$ cat config.mk
export PLATFORM = sky130hd
export DESIGN_NAME = game_flow_ctrl
export DESIGN_NICKNAME = d
export VERILOG_FILES = /design/src/rtl/game_flow_ctrl.sv
export SDC_FILE = /design/constraint.sdc
export NUM_CORES = 1
export LEC_CHECK = 0
export ABC_AREA = 1
export BUFFER_PORTS_ARGS = -buffer_cell sky130_fd_sc_hd__buf_2
export CAP_MARGIN = 15
export CORE_MARGIN = 5
export CORE_UTILIZATION = 50
export CTS_CLUSTER_SIZE = 30
export DETAILED_ROUTE_END_ITERATION = 16
export PLACE_DENSITY = 0.75
export SLEW_MARGIN = 20
export SYNTH_ARGS = -nofsm -noshare
export SYNTH_HDL_FRONTEND = slang
export SYNTH_SLANG_ARGS = --single-unit
$ cat constraint.sdc
create_clock -name Clk -period 1.8 [get_ports Clk]
set_input_delay 0.27 -clock Clk [delete_from_list [all_inputs] [get_ports Clk]]
set_output_delay 0.27 -clock Clk [all_outputs]
set_load 0.005 [all_outputs]
$ cat src/rtl/game_flow_ctrl.sv
// Game-flow state machine for the Doodle Jump top level: lives, respawn, pause,
// edge-qualified key commands and a frame-counted fall-out delay.
module game_flow_ctrl #(
  parameter int unsigned NUM_LIVES   = 3,
  parameter int unsigned DROP_FRAMES = 50,
  parameter logic [7:0]  KEY_START   = 8'd40,
  parameter logic [7:0]  KEY_PAUSE   = 8'd44
) (
  input  logic        Clk,
  input  logic        Reset,
  input  logic        frame_clk,
  input  logic [15:0] keycode,
  input  logic        death,
  input  logic        drop,
  output logic [2:0]  show,
  output logic        restart,
  output logic        respawn,
  output logic [3:0]  lives,
  output logic        playing
);

  localparam int unsigned LIVES_W = 4;
  localparam int unsigned CNT_W   = 8;

  localparam logic [2:0] S_START   = 3'd0;
  localparam logic [2:0] S_PLAY    = 3'd1;
  localparam logic [2:0] S_PAUSE   = 3'd2;
  localparam logic [2:0] S_DROP    = 3'd3;
  localparam logic [2:0] S_LOSE    = 3'd4;
  localparam logic [2:0] S_RESPAWN = 3'd5;
  localparam logic [2:0] S_OVER    = 3'd6;
  localparam logic [2:0] S_HALT    = 3'd7;

  localparam logic [2:0] SHOW_NONE  = 3'd0;
  localparam logic [2:0] SHOW_TITLE = 3'd1;
  localparam logic [2:0] SHOW_PAUSE = 3'd2;
  localparam logic [2:0] SHOW_OVER  = 3'd3;

  localparam logic [LIVES_W-1:0] LIVES_INIT = LIVES_W'(NUM_LIVES);
  localparam logic [CNT_W-1:0]   CNT_LAST   = CNT_W'(DROP_FRAMES - 1);

  logic [2:0]         state_q, state_d;
  logic [LIVES_W-1:0] lives_q, lives_d;
  logic [CNT_W-1:0]   cnt_q, cnt_d;
  logic               frame_s_q, frame_s_d;
  logic               frame_prev_q, frame_prev_d;
  logic [7:0]         key_prev_q, key_prev_d;

  logic       frame_tick_c;
  logic       start_hit_c;
  logic       pause_hit_c;
  logic [7:0] key_lo_c;
  logic       unused_key_hi;

  assign key_lo_c      = keycode[7:0];
  assign unused_key_hi = ^keycode[15:8];

  // Edge qualifiers: frame rising edge and key press (not hold) detection
  assign frame_tick_c = frame_s_q & ~frame_prev_q;
  assign start_hit_c  = (key_lo_c == KEY_START) && (key_prev_q != KEY_START);
  assign pause_hit_c  = (key_lo_c == KEY_PAUSE) && (key_prev_q != KEY_PAUSE);

  always_comb begin
    state_d      = state_q;
    lives_d      = lives_q;
    cnt_d        = '0;
    frame_s_d    = frame_clk;
    frame_prev_d = frame_s_q;
    key_prev_d   = key_lo_c;

    case (state_q)
      S_START: begin
        if (start_hit_c) begin
          lives_d = LIVES_INIT;
          state_d = S_PLAY;
        end
      end
      S_PLAY: begin
        if (death)            state_d = S_LOSE;
        else if (drop)        state_d = S_DROP;
        else if (pause_hit_c) state_d = S_PAUSE;
      end
      S_PAUSE: begin
        if (pause_hit_c) state_d = S_PLAY;
      end
      S_DROP: begin
        cnt_d = cnt_q;
        if (frame_tick_c) begin
          if (cnt_q == CNT_LAST) begin
            cnt_d   = '0;
            state_d = S_LOSE;
          end else begin
            cnt_d = cnt_q + CNT_W'(1);
          end
        end
      end
      S_LOSE: begin
        if (lives_q > LIVES_W'(1)) begin
          lives_d = lives_q - LIVES_W'(1);
          state_d = S_RESPAWN;
        end else begin
          lives_d = '0;
          state_d = S_OVER;
        end
      end
      S_RESPAWN: state_d = S_PLAY;
      S_OVER: begin
        if (start_hit_c) state_d = S_HALT;
      end
      S_HALT: begin
        // Wait for the still-held Enter to be released before re-arming START
        if (key_lo_c == 8'd0) state_d = S_START;
      end
      default: state_d = S_START;
    endcase
  end

  always_ff @(posedge Clk) begin
    if (Reset) begin
      state_q      <= S_START;
      lives_q      <= LIVES_INIT;
      cnt_q        <= '0;
      frame_s_q    <= 1'b0;
      frame_prev_q <= 1'b0;
      key_prev_q   <= 8'd0;
    end else begin
      state_q      <= state_d;
      lives_q      <= lives_d;
      cnt_q        <= cnt_d;
      frame_s_q    <= frame_s_d;
      frame_prev_q <= frame_prev_d;
      key_prev_q   <= key_prev_d;
    end
  end

  // Moore output decode
  always_comb begin
    show    = SHOW_NONE;
    restart = 1'b0;
    respawn = 1'b0;
    playing = 1'b0;
    case (state_q)
      S_START: begin
        show    = SHOW_TITLE;
        restart = 1'b1;
      end
      S_PLAY:    playing = 1'b1;
      S_PAUSE:   show    = SHOW_PAUSE;
      S_RESPAWN: respawn = 1'b1;
      S_OVER:    show    = SHOW_OVER;
      S_HALT:    show    = SHOW_TITLE;
      default:   show    = SHOW_NONE;
    endcase
  end

  assign lives = lives_q;

endmodule

==> metrics <==
#FFs+latches synth 25; Seq/Total Area, Yosys 36.4%; Avg Inst Size Synth 6.46 um2; H-tree depth 1; layout cells sized above 1 18.3%; Final Hold Vio Count 0; crit-path cells nor2_1 > nand2_1 > nand2_1 > or2_2 > buf_2; Setup Skew 0.00531 ns; Design Power between 1000 and 1500 uW; Syn. warnings 0; TritonCTS clock tree yes; arrival time worst endpoint ~1.4 ns; Slowest cell on crit path dfxtp_2; synthesized netlist net count between 200 and 250; minimum clock period after layout 1.69 ns; power per cell area 979 nW/um2; starting density of the core a little over 50%; VDD IR-drop max 795 uV; Layout Nets 261; Setup-failing EPs final 0; largest family of logic cells by synthesized area simple AND/OR/NAND/NOR gates; RSZ-0062 raised after global routing no; XOR/XNOR Fraction of Synth Area 1.27%; critical path class reg -> out; Root Buffer clkbuf_4; cell taking the most area after synthesis dfxtp_1; Max-Cap Viols 0; initial antenna violation count 0; die height 62.4 um; area share of fa/ha/maj cells after synthesis 3.64%; detailed-route via count around 1200; setup TNS 0 ns; top-count cell post-synth nand2_1; Synth cell types 26; GRT Total Usage 13.3%; placed cell count 262; Post-synth EDFFs 0; mux cell area share after synthesis 0%; Mapped Area between 1000 and 1500 um2; Slew Viols, Final 0; Critical path buffers and inverters 1; drt pass-1 iters 4; Worst-path clk slew 0.13 ns; io pins 31; post-synthesis compound-gate area fraction 5.55%; Top Family by Delay on Critical Path simple AND/OR/NAND/NOR gates; WL/cell roughly 9.1 um; HPWL after DPL 1.90 mm; first-pass GRT wire length 4.38 mm; simple-gate portion of the synthesized area 40.3%; postcts setup bufs 0; Top FF cell, synth dfxtp_1; Worst path max stage delay 0.44 ns; total leakage power 0.000756 uW; clock tree buffer depth 2; GPL Wtd Cong 0.832; Cells after Synth 213; GRT overflow 0; clk_lat worst skew 0.31 ns; die area 3900 um2; startpoint types flip-flop; Peak Freq 0.592 GHz; Synth top area share 36.4%; ys async rst share 0%; top post-synthesis cells by count 53 x nand2_1, 43 x nor2_1, 34 x inv_1; DRC 0; setup ws final 0.109 ns; # rows 19; FILL cells 289; DRT iter0 DRCs 31; Antenna Nets Post-Route 0; Die W 62.4 um; CP dominant cell by count nand2_1; Non-Filler Instances 266; post-synthesis to final-layout area growth 10.6%; run status completed; Required @ worst endpoint 1.53 ns; crit path max fanout 8; core box area 2690 um2; routed wire length 2.41 mm; largest net degree at the start of global routing 14; # diodes 0; Via density approximately 4.6; HP Class in -> reg; Crit. End Element output pin; Place WS 0.343 ns; TritonCTS Buffers 3; final period utilization 93.9%; top post-synthesis cells by area dfxtp_1 36%, nand2_1 14%, nor2_1 12%, inv_1 9.3%, ha_1 3.6%; clock sink count 25; # port buffers 21; number of global-route vias before repair 1085
## logic make-up (layout without fill, tap and decap cells)
family	Yosys count	in the layout
and+or+nand+nor	126	126
xor gates and xnor gates	2	2
AOI/OAI and AO/OA	14	14
DFF	25	25
adders and majority gates	4	4
buffers and inverters	41	63
other	1	1
## worst paths after layout
check                    start            to  slack (ns)  cells past startpoint
setup / recovery    state_q[1]       show[0]        0.11                      5
hold / removal       frame_clk  frame_prev_d        0.15                      3
setup reg to reg      lives[0]      lives[2]        0.28                      7
hold reg to reg   frame_prev_d  frame_prev_q        0.46                      2
## placed cells by master, fill, tap and decap left out, drive strengths merged
cell type	instances
nand3b	1
o22ai	1
nand2	56
nand3	10
a211oi	1
nor2	50
inv	37
dfxtp	25
clkbuf	4
nor3b	1
nor3	7
or2	1
conb	1
ha	4
o21a	1
buf	22
o21ai	5
xnor2	2
a21oi	6
## sequential cells by signal (all words and copies together), names as in the netlist
register	count
cnt_q	8
key_prev_q	8
lives	4
state_q	3
frame_prev_d	1
frame_prev_q	1
## layer usage
| layer | track usage (%) | part of all wire, % | up-vias |
|---|---|---|---|
| li1 | - | - | 679 |
| met1 | 17.0 | 51 | 521 |
| met2 | 21.2 | 42 | 19 |
| met3 | 3.42 | 5.2 | 5 |
| met4 | 5.57 | 1.8 | 0 |
| met5 | 0 | 0 | - |
## worst register-to-register path, delay by kind of cell, from the launching register on
kind                     cells  cell delay [ns]
AO/OA/AOI/OAI                4             0.64
flip-flops                   1             0.39
adder cells (fa/ha/maj)      1             0.23
AND/OR/NAND/NOR              1             0.13
buffers and inverters        1             0.09
## cell type report
type | instances | area [um2] | area share (%)
clock buffers | 4 | 26.3 | 1.73
inverters | 37 | 139 | 9.13
multi-input cells | 147 | 702 | 46.1
flip-flops and latches | 25 | 503 | 33.1
well taps | 31 | 38.8 | 2.55
repair buffers | 22 | 113 | 7.40
## power breakdown
part,switching (uW),internal (uW),leakage [uW]
combinational,350,226,0.000536
clock,160,86.7,0.0000150
sequential,57.2,609,0.000206
total,567,922,0.000756
## repair_timing
action                                  CTS  global route
endpoints found under the setup margin    1             1
hold buffers                              0             0
gates resized for setup                   1             1
## per-stage QoR
step	utilization, %	hold WS (ns)	cell area [um2]
after global routing	56.6	0.142	1520
final	56.6	0.146	1520
after floorplan	-	0.339	1380
after global placement	55.6	0.441	1490
after detailed placement	55.6	0.442	1490
after CTS	56.6	0.135	1520
Power figures use the tool's default switching activity.
